==> src/rtl/branch_predictor_if.sv <==
// branch_predictor_if
//   Connects the fetch/execute pipeline to the branch predictor.
//   master : pipeline side. It drives the fetch lookup PC and the resolve bus,
//            and receives the prediction, mispredict, redirect and flush.
//   slave  : predictor side, with the opposite directions.
//   Signals:
//     fetch_pc_pi          lookup PC at fetch
//     predict_taken_po     combinational prediction for fetch_pc_pi
//     resolve_valid_pi     a branch resolves at execute this cycle
//     resolve_pc_pi        PC of the resolving branch
//     resolve_predicted_pi prediction the branch was fetched with
//     is_branch_taken_pi   actual outcome from the comparator
//     resolve_target_pi    branch target address
//     mispredict_po        one-cycle registered mispredict pulse
//     redirect_pc_po       corrected fetch PC, valid with mispredict_po
//     flush_po             squash younger instructions
//   The optional BRANCH_PRED_STATS_EN macro adds branch_count_po and
//   mispredict_count_po.
interface branch_predictor_if;
  logic [15:0] fetch_pc_pi;
  logic        predict_taken_po;
  logic        resolve_valid_pi;
  logic [15:0] resolve_pc_pi;
  logic        resolve_predicted_pi;
  logic        is_branch_taken_pi;
  logic [15:0] resolve_target_pi;
  logic        mispredict_po;
  logic [15:0] redirect_pc_po;
  logic        flush_po;
`ifdef BRANCH_PRED_STATS_EN
  logic [15:0] branch_count_po;
  logic [15:0] mispredict_count_po;
`endif

  modport master (
`ifdef BRANCH_PRED_STATS_EN
    input  branch_count_po,
    input  mispredict_count_po,
`endif
    output fetch_pc_pi,
    output resolve_valid_pi,
    output resolve_pc_pi,
    output resolve_predicted_pi,
    output is_branch_taken_pi,
    output resolve_target_pi,
    input  predict_taken_po,
    input  mispredict_po,
    input  redirect_pc_po,
    input  flush_po
  );

  modport slave (
`ifdef BRANCH_PRED_STATS_EN
    output branch_count_po,
    output mispredict_count_po,
`endif
    input  fetch_pc_pi,
    input  resolve_valid_pi,
    input  resolve_pc_pi,
    input  resolve_predicted_pi,
    input  is_branch_taken_pi,
    input  resolve_target_pi,
    output predict_taken_po,
    output mispredict_po,
    output redirect_pc_po,
    output flush_po
  );
endinterface

==> src/rtl/branch_predictor.sv <==
// branch_predictor
//   Bimodal predictor built from a table of 2-bit saturating counters that
//   are indexed by pc[INDEX_BITS-1:0].
//   - Lookup is combinational. predict_taken_po is counter[1] of the entry
//     that fetch_pc_pi selects.
//   - A resolution that arrives in IDLE trains its entry. When the carried
//     prediction differs from the actual outcome, the next edge raises a
//     one-cycle mispredict pulse and a redirect PC. flush_po then stays high
//     for FLUSH_CYCLES cycles.
//   - A resolution that arrives during a flush is wrong-path. It is ignored.
//   Ports:
//     clk_pi    clock
//     reset_pi  synchronous active-high reset. It sets every counter to 01.
//     bp_if     branch_predictor_if.slave (fetch lookup, resolve bus, outputs)
//   Parameters: INDEX_BITS (log2 of the entry count), FLUSH_CYCLES (1..7).
//   Optional: define BRANCH_PRED_STATS_EN to add branch_count_po and
//   mispredict_count_po.
module branch_predictor #(
  parameter int INDEX_BITS   = 4,
  parameter int FLUSH_CYCLES = 2
) (
  input logic               clk_pi,
  input logic               reset_pi,
  branch_predictor_if.slave bp_if
);

  localparam int ENTRIES = 1 << INDEX_BITS;

  typedef enum logic {
    IDLE,
    FLUSH
  } state_t;

  state_t      state_q, state_d;
  logic [2:0]  flush_cnt_q, flush_cnt_d;
  logic [1:0]  table_q [ENTRIES];
  logic        mispredict_q;
  logic [15:0] redirect_pc_q;

  logic [INDEX_BITS-1:0] fetch_idx;
  logic [INDEX_BITS-1:0] resolve_idx;
  logic                  accept;
  logic                  mispredict_event;
  logic [1:0]            ctr_cur;
  logic [1:0]            ctr_next;
  logic [15:0]           redirect_next;

  assign fetch_idx   = bp_if.fetch_pc_pi[INDEX_BITS-1:0];
  assign resolve_idx = bp_if.resolve_pc_pi[INDEX_BITS-1:0];

  // Only a resolution that arrives in IDLE is processed. A resolution during
  // FLUSH is wrong-path.
  assign accept           = bp_if.resolve_valid_pi && (state_q == IDLE);
  assign mispredict_event = accept &&
                            (bp_if.resolve_predicted_pi != bp_if.is_branch_taken_pi);

  // The lookup reads the registered table, so a same-cycle update to the same
  // index is not yet visible here.
  assign bp_if.predict_taken_po = table_q[fetch_idx][1];

  always_comb begin
    ctr_cur  = table_q[resolve_idx];
    ctr_next = ctr_cur;
    if (bp_if.is_branch_taken_pi) begin
      if (ctr_cur != 2'b11) ctr_next = ctr_cur + 2'b01;
    end else begin
      if (ctr_cur != 2'b00) ctr_next = ctr_cur - 2'b01;
    end
  end

  assign redirect_next = bp_if.is_branch_taken_pi ? bp_if.resolve_target_pi
                                                  : bp_if.resolve_pc_pi + 16'd1;

  always_comb begin
    state_d     = state_q;
    flush_cnt_d = flush_cnt_q;
    unique case (state_q)
      IDLE: begin
        if (mispredict_event) begin
          state_d     = FLUSH;
          flush_cnt_d = 3'(FLUSH_CYCLES);
        end
      end
      FLUSH: begin
        flush_cnt_d = flush_cnt_q - 3'd1;
        if (flush_cnt_q == 3'd1) state_d = IDLE;
      end
      default: begin
        state_d     = IDLE;
        flush_cnt_d = '0;
      end
    endcase
  end

  always_ff @(posedge clk_pi) begin
    if (reset_pi) begin
      state_q     <= IDLE;
      flush_cnt_q <= '0;
    end else begin
      state_q     <= state_d;
      flush_cnt_q <= flush_cnt_d;
    end
  end

  always_ff @(posedge clk_pi) begin
    if (reset_pi) begin
      for (int unsigned i = 0; i < ENTRIES; i++) begin
        table_q[i] <= 2'b01;
      end
      mispredict_q  <= 1'b0;
      redirect_pc_q <= '0;
    end else begin
      if (accept) table_q[resolve_idx] <= ctr_next;
      mispredict_q <= mispredict_event;
      if (mispredict_event) redirect_pc_q <= redirect_next;
    end
  end

  assign bp_if.mispredict_po  = mispredict_q;
  assign bp_if.redirect_pc_po = redirect_pc_q;
  assign bp_if.flush_po       = (state_q == FLUSH);

`ifdef BRANCH_PRED_STATS_EN
  logic [15:0] branch_count_q;
  logic [15:0] mispredict_count_q;

  always_ff @(posedge clk_pi) begin
    if (reset_pi) begin
      branch_count_q     <= '0;
      mispredict_count_q <= '0;
    end else begin
      if (accept)           branch_count_q     <= branch_count_q + 16'd1;
      if (mispredict_event) mispredict_count_q <= mispredict_count_q + 16'd1;
    end
  end

  assign bp_if.branch_count_po     = branch_count_q;
  assign bp_if.mispredict_count_po = mispredict_count_q;
`endif

endmodule

==> src/flat_wrapper.sv <==
// flat-port wrapper written by rule: the top's interface ports become plain ports
module branch_predictor_flat 
#(
  parameter int INDEX_BITS   = 4,
  parameter int FLUSH_CYCLES = 2
)
  (clk_pi, reset_pi, bp_if_fetch_pc_pi, bp_if_resolve_valid_pi, bp_if_resolve_pc_pi, bp_if_resolve_predicted_pi, bp_if_is_branch_taken_pi, bp_if_resolve_target_pi, bp_if_predict_taken_po, bp_if_mispredict_po, bp_if_redirect_pc_po, bp_if_flush_po);
  branch_predictor_if bp_if_i ();
  input logic clk_pi;
  input logic reset_pi;
  input wire logic [$bits(bp_if_i.fetch_pc_pi)-1:0] bp_if_fetch_pc_pi;
  input wire logic [$bits(bp_if_i.resolve_valid_pi)-1:0] bp_if_resolve_valid_pi;
  input wire logic [$bits(bp_if_i.resolve_pc_pi)-1:0] bp_if_resolve_pc_pi;
  input wire logic [$bits(bp_if_i.resolve_predicted_pi)-1:0] bp_if_resolve_predicted_pi;
  input wire logic [$bits(bp_if_i.is_branch_taken_pi)-1:0] bp_if_is_branch_taken_pi;
  input wire logic [$bits(bp_if_i.resolve_target_pi)-1:0] bp_if_resolve_target_pi;
  output wire logic [$bits(bp_if_i.predict_taken_po)-1:0] bp_if_predict_taken_po;
  output wire logic [$bits(bp_if_i.mispredict_po)-1:0] bp_if_mispredict_po;
  output wire logic [$bits(bp_if_i.redirect_pc_po)-1:0] bp_if_redirect_pc_po;
  output wire logic [$bits(bp_if_i.flush_po)-1:0] bp_if_flush_po;
  assign bp_if_i.fetch_pc_pi = bp_if_fetch_pc_pi;
  assign bp_if_i.resolve_valid_pi = bp_if_resolve_valid_pi;
  assign bp_if_i.resolve_pc_pi = bp_if_resolve_pc_pi;
  assign bp_if_i.resolve_predicted_pi = bp_if_resolve_predicted_pi;
  assign bp_if_i.is_branch_taken_pi = bp_if_is_branch_taken_pi;
  assign bp_if_i.resolve_target_pi = bp_if_resolve_target_pi;
  assign bp_if_predict_taken_po = bp_if_i.predict_taken_po;
  assign bp_if_mispredict_po = bp_if_i.mispredict_po;
  assign bp_if_redirect_pc_po = bp_if_i.redirect_pc_po;
  assign bp_if_flush_po = bp_if_i.flush_po;
  branch_predictor #(.INDEX_BITS(INDEX_BITS), .FLUSH_CYCLES(FLUSH_CYCLES)) u_core (.clk_pi(clk_pi), .reset_pi(reset_pi), .bp_if(bp_if_i));
endmodule
==> config.mk <==
export PLATFORM = sky130hd
export DESIGN_NAME = branch_predictor_flat
export DESIGN_NICKNAME = d
export VERILOG_FILES = /design/src/rtl/branch_predictor_if.sv /design/src/rtl/branch_predictor.sv /design/src/flat_wrapper.sv
export SDC_FILE = /design/constraint.sdc
export NUM_CORES = 1
export LEC_CHECK = 0
export ABC_AREA = 1
export ABC_CLOCK_PERIOD_IN_PS = 2600
export BUFFER_PORTS_ARGS = -buffer_cell sky130_fd_sc_hd__buf_4
export CAP_MARGIN = 20
export CORE_MARGIN = 8
export CORE_UTILIZATION = 53
export CTS_CLUSTER_DIAMETER = 120
export CTS_CLUSTER_SIZE = 10
export DETAILED_ROUTE_END_ITERATION = 8
export PLACE_DENSITY = 0.81
export SYNTH_ARGS = -nofsm -noshare
export SYNTH_HDL_FRONTEND = slang
export SYNTH_SLANG_ARGS = --single-unit
export TNS_END_PERCENT = 30
==> constraint.sdc <==
create_clock -name clk_pi -period 2.6 [get_ports clk_pi]
set_input_delay 0.52 -clock clk_pi [delete_from_list [all_inputs] [get_ports clk_pi]]
set_output_delay 0.52 -clock clk_pi [all_outputs]
set_load 0.1 [all_outputs]
==> results of run 1 <==
## area by class of cell
type	instances	area, sq um
Clock inverter	2	35.0
Multi-Input combinational cell	319	1510
Fill cell	530	2120
Timing Repair Buffer	63	473
Sequential cell	53	1380
Inverter	61	231
Clock buffer	5	68.8
Tap cell	75	93.8
## worst max-delay path, cell delays in order (launching register included)
cell and delay (ns):
edfxtp_1 0.38, inv_1 0.09, a21oi_1 0.07, o21ai_0 0.09, nand2_1 0.07, o22ai_1 0.22, o21ai_2 0.07, buf_4 0.23
## power by group through the flow
stage / Sequential, uW / Combinational, uW / Clock, uW
floorplan: 1130 / 244 / 0
global placement: 968 / 542 / 0
detailed placement: 969 / 551 / 0
CTS: 951 / 552 / 554
global route: 956 / 594 / 580
finish: 951 / 553 / 545
## cells in the final DEF (no fill, tap or decap), types with 2 or more instances in the layout
cell	Yosys	layout
edfxtp_1	32	32
a21oi_1	42	42
xor2_1	3	3
ha_1	6	6
buf_4	1	63
o21ai_1	6	6
nand3_1	35	35
nor2_2	13	13
nand2_1	101	101
o21ai_0	26	25
a31oi_1	2	2
clkinv_1	2	2
clkbuf_8	0	5
nand2_2	3	3
or2_2	2	2
inv_1	57	57
nor2_1	67	67
nand4_1	3	3
dfxtp_1	21	21
## stage by stage
stage | std cells | cell area, sq um | util, %
floorplan | 449 | 3240 | -
global route | 578 | 3800 | 64.1
CTS | 578 | 3800 | 64.1
global placement | 571 | 3690 | 62.4
finish | 578 | 3800 | 64.1
detailed placement | 571 | 3690 | 62.4
## registers in the layout (all words and copies together), names as in the netlist
register,cells
u_core.bp_if.mispredict_po,1
u_core.flush_cnt_q,3
u_core.bp_if.flush_po,1
u_core.bp_if.redirect_pc_po,16
u_core.table_q,32
## path summary, 6_finish.rpt
path / from / to / slack (ns)
max: u_core.table_q[1][1]$_SDFFCE_PN0P_ / bp_if_predict_taken_po / 0.55
min: reset_pi / u_core.bp_if.flush_po$_SDFF_PP0_ / 0.45
max reg2reg: u_core.bp_if.flush_po$_SDFF_PP0_ / u_core.table_q[7][1]$_SDFFCE_PN0P_ / 0.81
min reg2reg: u_core.bp_if.redirect_pc_po[3]$_SDFFE_PP0P_ / u_core.bp_if.redirect_pc_po[3]$_SDFFE_PP0P_ / 0.48
## layer usage
layer  vias up  wire length (um)  global-route usage [%]
met5         -                 0                       0
met4         0               144                    6.34
met3        15               624                    5.36
met2       118              4040                    32.2
met1      1422              3450                    22.7
li1       1557                 -                       -
## kinds of logic (layout without fill, tap and decap cells)
| group | Yosys count | after routing |
|---|---|---|
| flops | 53 | 53 |
| buf+inv | 77 | 131 |
| simple gates | 228 | 228 |
| compound gates | 81 | 81 |
| xor+xnor | 4 | 4 |
| fa+ha+maj | 6 | 6 |
==> results by group, run 1 <==
Synthesis
  • Top post-synthesis cells by area: edfxtp_1, dfxtp_1, nand2_1
  • Post-Syn Area: 3240 sq um
  • Yosys cell types: 36
  • Most common cell in the netlist: nand2_1
  • Mapped Nets: 508
  • Post-synthesis instance total: 449
  • Synth Warn #: 0
  • Seq/Total Area, Yosys: 42.6%
  • Simple-Gate Fraction of Synth Area: 30.0%
  • EDFF count, synth: 32
  • Post-synthesis mux area share: 0%
  • Top FF cell, synth: edfxtp_1
  • Leading area contributor after synthesis: edfxtp_1
  • Synth Area in Adders: 2.32%
  • Largest family of logic cells by synthesized area: simple AND/OR/NAND/NOR gates
  • Yosys top cell area share: 29.7%
  • Fraction of registers with async set/reset: 0%
  • Synth Area in XOR/XNOR: 1.08%
  • Post-synth top cells: nand2_1, nor2_1, inv_1, a21oi_1, nand3_1
  • Synth Register Bits: 53
  • Synth Area in Compound Gates: 13.2%
  • Avg Cell Area, Syn: 7.22 sq um

Placement
  • I/O Buffers: 59
  • Dpl hpwl: 6230 um
  • Place WS: 0.352 ns
  • Final GP Congestion: 0.938

Min path
  • Hold Crit Depth: 2
  • Hold crit path type: in2reg

Die
  • Core Area: 5920 sq um
  • Die area: 8870 sq um
  • Die H: 94.2 um
  • Row cnt: 28
  • Die Wd: 94.2 um
  • Initial Util: 54.7%
  • I/O pins: 72

STA
  • RSZ-0062 raised after global routing: false
  • Final hold slack: 0.453 ns
  • Worst slew pin tran: 0.517 ns
  • Setup_tns: 0 ns
  • Fmax: 488 MHz
  • Final Max Slew Viols: 0
  • Worst Skew: 0.00389 ns
  • Minimum clock period: 2.05 ns
  • Fin worst setup slack: 0.550 ns
  • Rel. slew slack: 65.4%
  • Final Cycle Share: 78.8%
  • Final Hold Vio Count: 0
  • # setup viols final: 0

Power and ir drop
  • Logic pwr share: 27.0%
  • Overall Power: 2050 uW
  • NetSw: 692 uW
  • Internal power: 1360 uW
  • Clock group share of total power: 26.6%
  • Sw Share: 33.8%
  • Flop pwr share: 46.4%
  • Peak supply drop: 0.400 mV
  • Lkg Pwr: 0.00162 uW
  • Power Density: 540 nW/um^2

Detailed routing
  • Avg Vias per Cell: 5.38
  • Remaining DRCs: 0
  • Detailed Route Iter0 Violations: 269
  • Drt pass-1 iters: 5
  • WL/cell: 14.3 um
  • Routed Antenna Nets: 0
  • Final wirelength: 8260 um
  • Vias: 3112

CTS
  • H-tree levels: 2
  • Postcts setup bufs: 0
  • Maximum buffer depth of the clock tree: 2
  • CTS tree: built
  • Cts hold-fix bufs: 0
  • Cts bufs inserted: 5
  • CTS resizes: 0
  • Root Driver: clkbuf_8
  • Worst-Skew Late Latency: 0.31 ns
  • Clock Sinks: 53
  • Clock-pin slew on the worst setup and hold paths: 0.09 ns

Cells and area
  • Area Overhead vs Synth: 17.2%
  • Layout cells sized above 1: 18.7%
  • ANT cells: 0
  • Final #Nets: 562

Global routing
  • GRT overflow: 0
  • Vias in the first global route: 2979
  • GRT Total Usage: 19.1%
  • Initial antenna violation count: 0
  • Largest net degree at the start of global routing: 25
  • First-pass GRT wire length: 13500 um

Worst setup path
  • Crit. End Element: output port
  • WP data arrival: 1.53 ns
  • Type of origin of the critical path: flip-flop
  • CP Class: reg2out
  • Critical path data required time: 2.08 ns
  • Path depth of the worst reg2reg path: 9
  • Critical Path Fanout Max: 2

Run status
  • Outcome: complete, no violations

Job
  • Number of max-cap violations: 0
(Power assumes the default switching activity.)
==> run 2, diff against run 1 <==
- ABC_CLOCK_PERIOD_IN_PS: 2600 -> 1800
- CORE_UTILIZATION: 53 -> 49
- PLACE_DENSITY: 0.81 -> 0.79
- clock period: 2.6 -> 1.8 ns (I/O delays scaled with it)
==> results by group, run 2 (synthesis gave the netlist of run 1 again) <==
Power and ir drop
  • Overall Power: 3100 uW
  • Lkg Pwr: 0.00175 uW
  • Peak supply drop: 0.469 mV
  • Power Density: 764 nW/um^2

Worst setup path
  • Critical Path Fanout Max: 2
  • Critical path data required time: 1.44 ns
  • CP Class: reg2out
  • Type of origin of the critical path: flip-flop
  • WP data arrival: 1.46 ns
  • RR Startpoint: u_core.table_q[5][1]$_SDFFCE_PN0P_
  • R2R Setup Slk: 0.11 ns
  • Crit. End Element: output port
  • Path depth of the worst reg2reg path: 10
  • Reg-to-Reg End: u_core.table_q[1][1]$_SDFFCE_PN0P_

STA
  • Fin worst setup slack: -0.0203 ns
  • Rel. slew slack: 68.7%
  • Worst Skew: 0.0165 ns
  • # setup viols final: 1
  • Final hold slack: 0.310 ns
  • Final Cycle Share: 101%
  • Final Max Slew Viols: 0
  • Worst slew pin tran: 0.468 ns
  • Final Hold Vio Count: 0
  • RSZ-0062 raised after global routing: true
  • Minimum clock period: 1.82 ns
  • Fmax: 549 MHz

Cells and area
  • Max reg flops: 32
  • Layout cells sized above 1: 24.0%
  • Area Overhead vs Synth: 25.3%
  • Fin util: 63.6%
  • Largest Register: u_core.table_q
  • ANT cells: 0
  • Final #Nets: 584
  • Most frequent standard cell in the layout excluding fill and tap cells: nand2_1
  • Filler cells: 581
  • Most frequent cells in the layout: nand2_1, buf_4, nor2_1, inv_1, a21oi_1
  • Post-Layout Cell Count: 603

Die
  • Row cnt: 29
  • Core Area: 6390 sq um
  • Die H: 97.3 um
  • Die area: 9470 sq um
  • Initial Util: 50.7%
  • I/O pins: 72
  • Die Wd: 97.3 um

Min path
  • Hold EP: u_core.bp_if.redirect_pc_po[8]$_SDFFE_PP0P_
  • Hold Startpoint: bp_if_resolve_target_pi[8]
  • Hold crit path type: in2reg
  • Hold Crit Depth: 3

Global routing
  • First-pass GRT wire length: 14600 um
  • Largest net degree at the start of global routing: 19
  • GRT Total Usage: 18.3%
  • Vias in the first global route: 3177
  • GRT overflow: 0
  • Initial antenna violation count: 0

Detailed routing
  • Remaining DRCs: 0
  • Drt pass-1 iters: 5
  • WL/cell: 14.1 um
  • Vias: 3131
  • Final wirelength: 8530 um
  • Detailed Route Iter0 Violations: 174
  • Avg Vias per Cell: 5.19
  • Routed Antenna Nets: 0

CTS
  • Postcts setup bufs: 0
  • Root Driver: clkbuf_8
  • Maximum buffer depth of the clock tree: 2
  • CTS tree: built
  • Clock-pin slew on the worst setup and hold paths: 0.10 ns
  • Cts hold-fix bufs: 0
  • H-tree levels: 2
  • Worst-Skew Late Latency: 0.31 ns
  • Clock Sinks: 53
  • Cts bufs inserted: 5

Run status
  • Failing checks: setup timing
  • Outcome: complete, but fails checks

Placement
  • Placed insts: 595
  • Final GP Congestion: 0.839
  • Place WS: -0.158 ns
  • Dpl hpwl: 6680 um
  • I/O Buffers: 59

Job
  • Number of max-cap violations: 0
## run 2: cell types whose count changed in the layout (fill, tap and decap cells not counted), moves of 3 or more
| cell | delta |
|---|---|
| buf_4 | +18 |
| o21ai_0 | -5 |
| o21ai_1 | +5 |
| buf_12 | +4 |
| inv_1 | -3 |
| inv_2 | +3 |
## run 2: worst max-delay path by stage
stage,cells past startpoint,startpoint,slack [ns],to
2_1_floorplan,5,bp_if_fetch_pc_pi[0],-0.02,bp_if_predict_taken_po
3_3_place_gp,12,bp_if_resolve_pc_pi[0],-0.12,u_core.table_q[4][1]$_SDFFCE_PN0P_
3_5_place_dp,12,bp_if_resolve_pc_pi[0],-0.16,u_core.table_q[1][1]$_SDFFCE_PN0P_
4_1_cts,7,u_core.table_q[13][1]$_SDFFCE_PN0P_,-0.04,bp_if_predict_taken_po
5_1_grt,7,u_core.table_q[9][1]$_SDFFCE_PN0P_,-0.12,bp_if_predict_taken_po
6_report,7,u_core.table_q[13][1]$_SDFFCE_PN0P_,-0.02,bp_if_predict_taken_po
## run 2: metrics by stage
stage / cell area, sq um / setup TNS (ns)
after floorplan: 3250 / -0.0169
after detailed placement: 3910 / -4.63
final: 4060 / -0.0203
after global placement: 3910 / -2.94
after CTS: 4050 / -0.0356
after global routing: 4060 / -0.139
## run 2: final cells by class
| type | instances | area (sq um) | share of cell area (%) |
|---|---|---|---|
| inverters | 61 | 231 | 5.70 |
| repair buffers | 85 | 688 | 16.9 |
| multi-input cells | 319 | 1540 | 38.0 |
| well taps | 77 | 96.3 | 2.37 |
| clock inverters | 2 | 37.5 | 0.924 |
| flip-flops and latches | 53 | 1380 | 34.0 |
| clock buffers | 6 | 82.6 | 2.03 |
## run 2: timing repair
item,4_1_cts,5_1_grt
pin swaps,1,2
resized for setup,8,8
setup endpoints to repair,1,22
hold endpoints to repair,0,0
## run 2: report_power, final
part	internal [uW]	switching, uW	leakage (uW)	total (uW)
logic	274	602	0.00124	876
clock network	453	398	0.0000574	851
registers	1340	33.1	0.000451	1370
total	2070	1030	0.00175	3100
## run 2: per-layer routing
| layer | track usage, % | share of wire (%) | up-vias |
|---|---|---|---|
| met4 | 5.24 | 1.3 | 0 |
| met2 | 32.8 | 51 | 90 |
| met5 | 0 | 0 | - |
| li1 | - | - | 1607 |
| met1 | 20.8 | 41 | 1424 |
| met3 | 4.48 | 6.7 | 10 |
## run 2: worst max-delay path, cell delays in order (launching register included)
cell	delay, ns
edfxtp_1	0.39
inv_2	0.07
a21oi_1	0.05
o21ai_1	0.07
o21ai_1	0.10
o221ai_2	0.21
o21ai_4	0.10
buf_12	0.17
==> run 3, diff against run 2 <==
- ABC_CLOCK_PERIOD_IN_PS: 1800 -> 1900
- BUFFER_PORTS_ARGS: -buffer_cell sky130_fd_sc_hd__buf_4 -> unset
- CORE_UTILIZATION: 49 -> 53
- DONT_BUFFER_PORTS: unset -> 1
- PLACE_DENSITY: 0.79 -> 0.71
- clock period: 1.8 -> 1.9 ns (I/O delays scaled with it)
==> results by group, run 3 (synthesis gave the netlist of run 1 again) <==
Run status
  • Outcome: complete, no violations

CTS
  • Worst-Skew Late Latency: 0.30 ns
  • Clock-pin slew on the worst setup and hold paths: 0.10 ns
  • Maximum buffer depth of the clock tree: 2
  • CTS tree: built
  • Cts bufs inserted: 5
  • Clock Sinks: 53
  • Root Driver: clkbuf_8
  • H-tree levels: 2

Worst setup path
  • Path depth of the worst reg2reg path: 11
  • Reg-to-Reg End: u_core.table_q[1][1]$_SDFFCE_PN0P_
  • Cell Chain, Critical Path: o21ai_0 -> o21ai_1 -> o221ai_2 -> o21ai_4 -> buf_12
  • Critical path data required time: 1.52 ns
  • Type of origin of the critical path: flip-flop
  • R2R Setup Slk: 0.11 ns
  • Critical Path Fanout Max: 2
  • RR Startpoint: u_core.table_q[12][1]$_SDFFCE_PN0P_
  • Crit. End Element: output port
  • CP max stage cell: edfxtp_1
  • WP data arrival: 1.48 ns
  • CP Class: reg2out
  • CP peak stage delay: 0.42 ns

STA
  • Final Max Slew Viols: 0
  • Setup_tns: 0 ns
  • Final Hold Vio Count: 0
  • Worst slew pin tran: 0.489 ns
  • Minimum clock period: 1.86 ns
  • Final Cycle Share: 97.9%
  • Fmax: 538 MHz
  • # setup viols final: 0
  • Final hold slack: 0.127 ns
  • Fin worst setup slack: 0.0401 ns
  • Rel. slew slack: 67.3%
  • RSZ-0062 raised after global routing: true
  • Worst Skew: 0.00759 ns

Placement
  • Place WS: 0.0695 ns
  • Dpl hpwl: 5780 um
  • Final GP Congestion: 0.855
  • I/O Buffers: 0

Power and ir drop
  • Sw Share: 34.8%
  • NetSw: 902 uW
  • Lkg Pwr: 0.00144 uW
  • Internal power: 1690 uW
  • Peak supply drop: 0.465 mV
  • Power Density: 732 nW/um^2
  • Overall Power: 2590 uW
  • Flop pwr share: 49.8%
  • Clock group share of total power: 23.7%
  • Logic pwr share: 26.5%

Global routing
  • Grt met2 use: 32.6%
  • Vias in the first global route: 2949
  • Met3 Track Usage GR: 6.16%
  • Largest net degree at the start of global routing: 28
  • GRT Total Usage: 18.5%
  • Busiest grt layer: met2
  • Initial antenna violation count: 0
  • GRT overflow: 0
  • First-pass GRT wire length: 13100 um
  • GR met1 Demand/Resource: 20.1%

Detailed routing
  • Detailed Route Iter0 Violations: 170
  • Final wirelength: 7750 um
  • Remaining DRCs: 0
  • Vias: 2834
  • Avg Vias per Cell: 5.24
  • Drt pass-1 iters: 4
  • Routed Antenna Nets: 0
  • WL/cell: 14.3 um

Cells and area
  • Largest Register: u_core.table_q
  • Most frequent standard cell in the layout excluding fill and tap cells: nand2_1
  • Final #Nets: 525
  • Max reg flops: 32
  • Most frequent cells in the layout: nand2_1, nor2_1, inv_1, a21oi_1, nand3_1
  • ANT cells: 0
  • Area Overhead vs Synth: 9.27%
  • Layout cells sized above 1: 13.3%

Job
  • Number of max-cap violations: 0

Die
  • Die Wd: 94.2 um
  • I/O pins: 72
  • Initial Util: 54.7%
  • Core Area: 5920 sq um
  • Die H: 94.2 um
  • Row cnt: 28
  • Die area: 8870 sq um

Min path
  • Hold crit path type: in2reg
  • Hold EP: u_core.bp_if.flush_po$_SDFF_PP0_
  • Hold Crit Depth: 1
  • Hold Startpoint: reset_pi
## run 3: cell count changes in the layout (fill, tap and decap cells not counted), moves of 2 or more
cell	change
buf_12	-3
buf_4	-56
inv_1	+2
inv_2	-2
o21ai_0	+2
o21ai_1	-2
## run 3: critical path: cells and delay by family (launching register included)
kind | cells | cell delay, ns
AO/OA/AOI/OAI | 4 | 0.59
flip-flops | 1 | 0.42
buffers and inverters | 1 | 0.17
## run 3: worst max-delay path by stage
stage                                         from  slack [ns]                                 end
6_report       u_core.table_q[12][1]$_SDFFCE_PN0P_        0.04              bp_if_predict_taken_po
5_1_grt         u_core.table_q[1][1]$_SDFFCE_PN0P_       -0.07              bp_if_predict_taken_po
4_1_cts         u_core.table_q[1][1]$_SDFFCE_PN0P_        0.01              bp_if_predict_taken_po
3_5_place_dp                bp_if_resolve_pc_pi[0]        0.07  u_core.table_q[7][0]$_SDFFCE_PN1P_
3_3_place_gp                bp_if_resolve_pc_pi[0]        0.11  u_core.table_q[7][0]$_SDFFCE_PN1P_
2_1_floorplan                 bp_if_fetch_pc_pi[0]        0.04              bp_if_predict_taken_po
## run 3: cell type report
cell class | instances | area (sq um)
fillers | 531 | 2380
repair buffers | 26 | 208
well taps | 75 | 93.8
multi-input cells | 319 | 1550
clock buffers | 5 | 68.8
inverters | 61 | 231
flip-flops and latches | 53 | 1380
clock inverters | 2 | 11.3
## run 3: power groups by stage
stage	clock, uW	sequential [uW]	combinational (uW)
2_1_floorplan	0	1550	337
3_3_place_gp	0	1310	667
3_5_place_dp	0	1320	678
4_1_cts	618	1290	683
5_1_grt	651	1300	746
6_report	613	1290	687
## run 3: what timing repair did
item | 4_1_cts | 5_1_grt
gates cloned | 0 | 0
pin swaps | 1 | 5
buffers inserted | 1 | 0
hold buffers | 0 | 0
gates resized for setup | 2 | 7
endpoints found under the setup margin | 1 | 18
## run 3: stage by stage
| stage | instances | instance area, sq um | utilization [%] |
|---|---|---|---|
| finish | 541 | 3540 | 59.8 |
| global route | 541 | 3540 | 59.8 |
| CTS | 541 | 3520 | 59.5 |
| detailed placement | 533 | 3430 | 57.9 |
| global placement | 533 | 3430 | 57.9 |
| floorplan | 449 | 3250 | - |
## run 3: metal layers
| layer | wire, um | vias to the layer above |
|---|---|---|
| li1 | - | 1475 |
| met1 | 3130 | 1263 |
| met2 | 3770 | 86 |
| met3 | 735 | 10 |
| met4 | 114 | 0 |
| met5 | 0 | - |
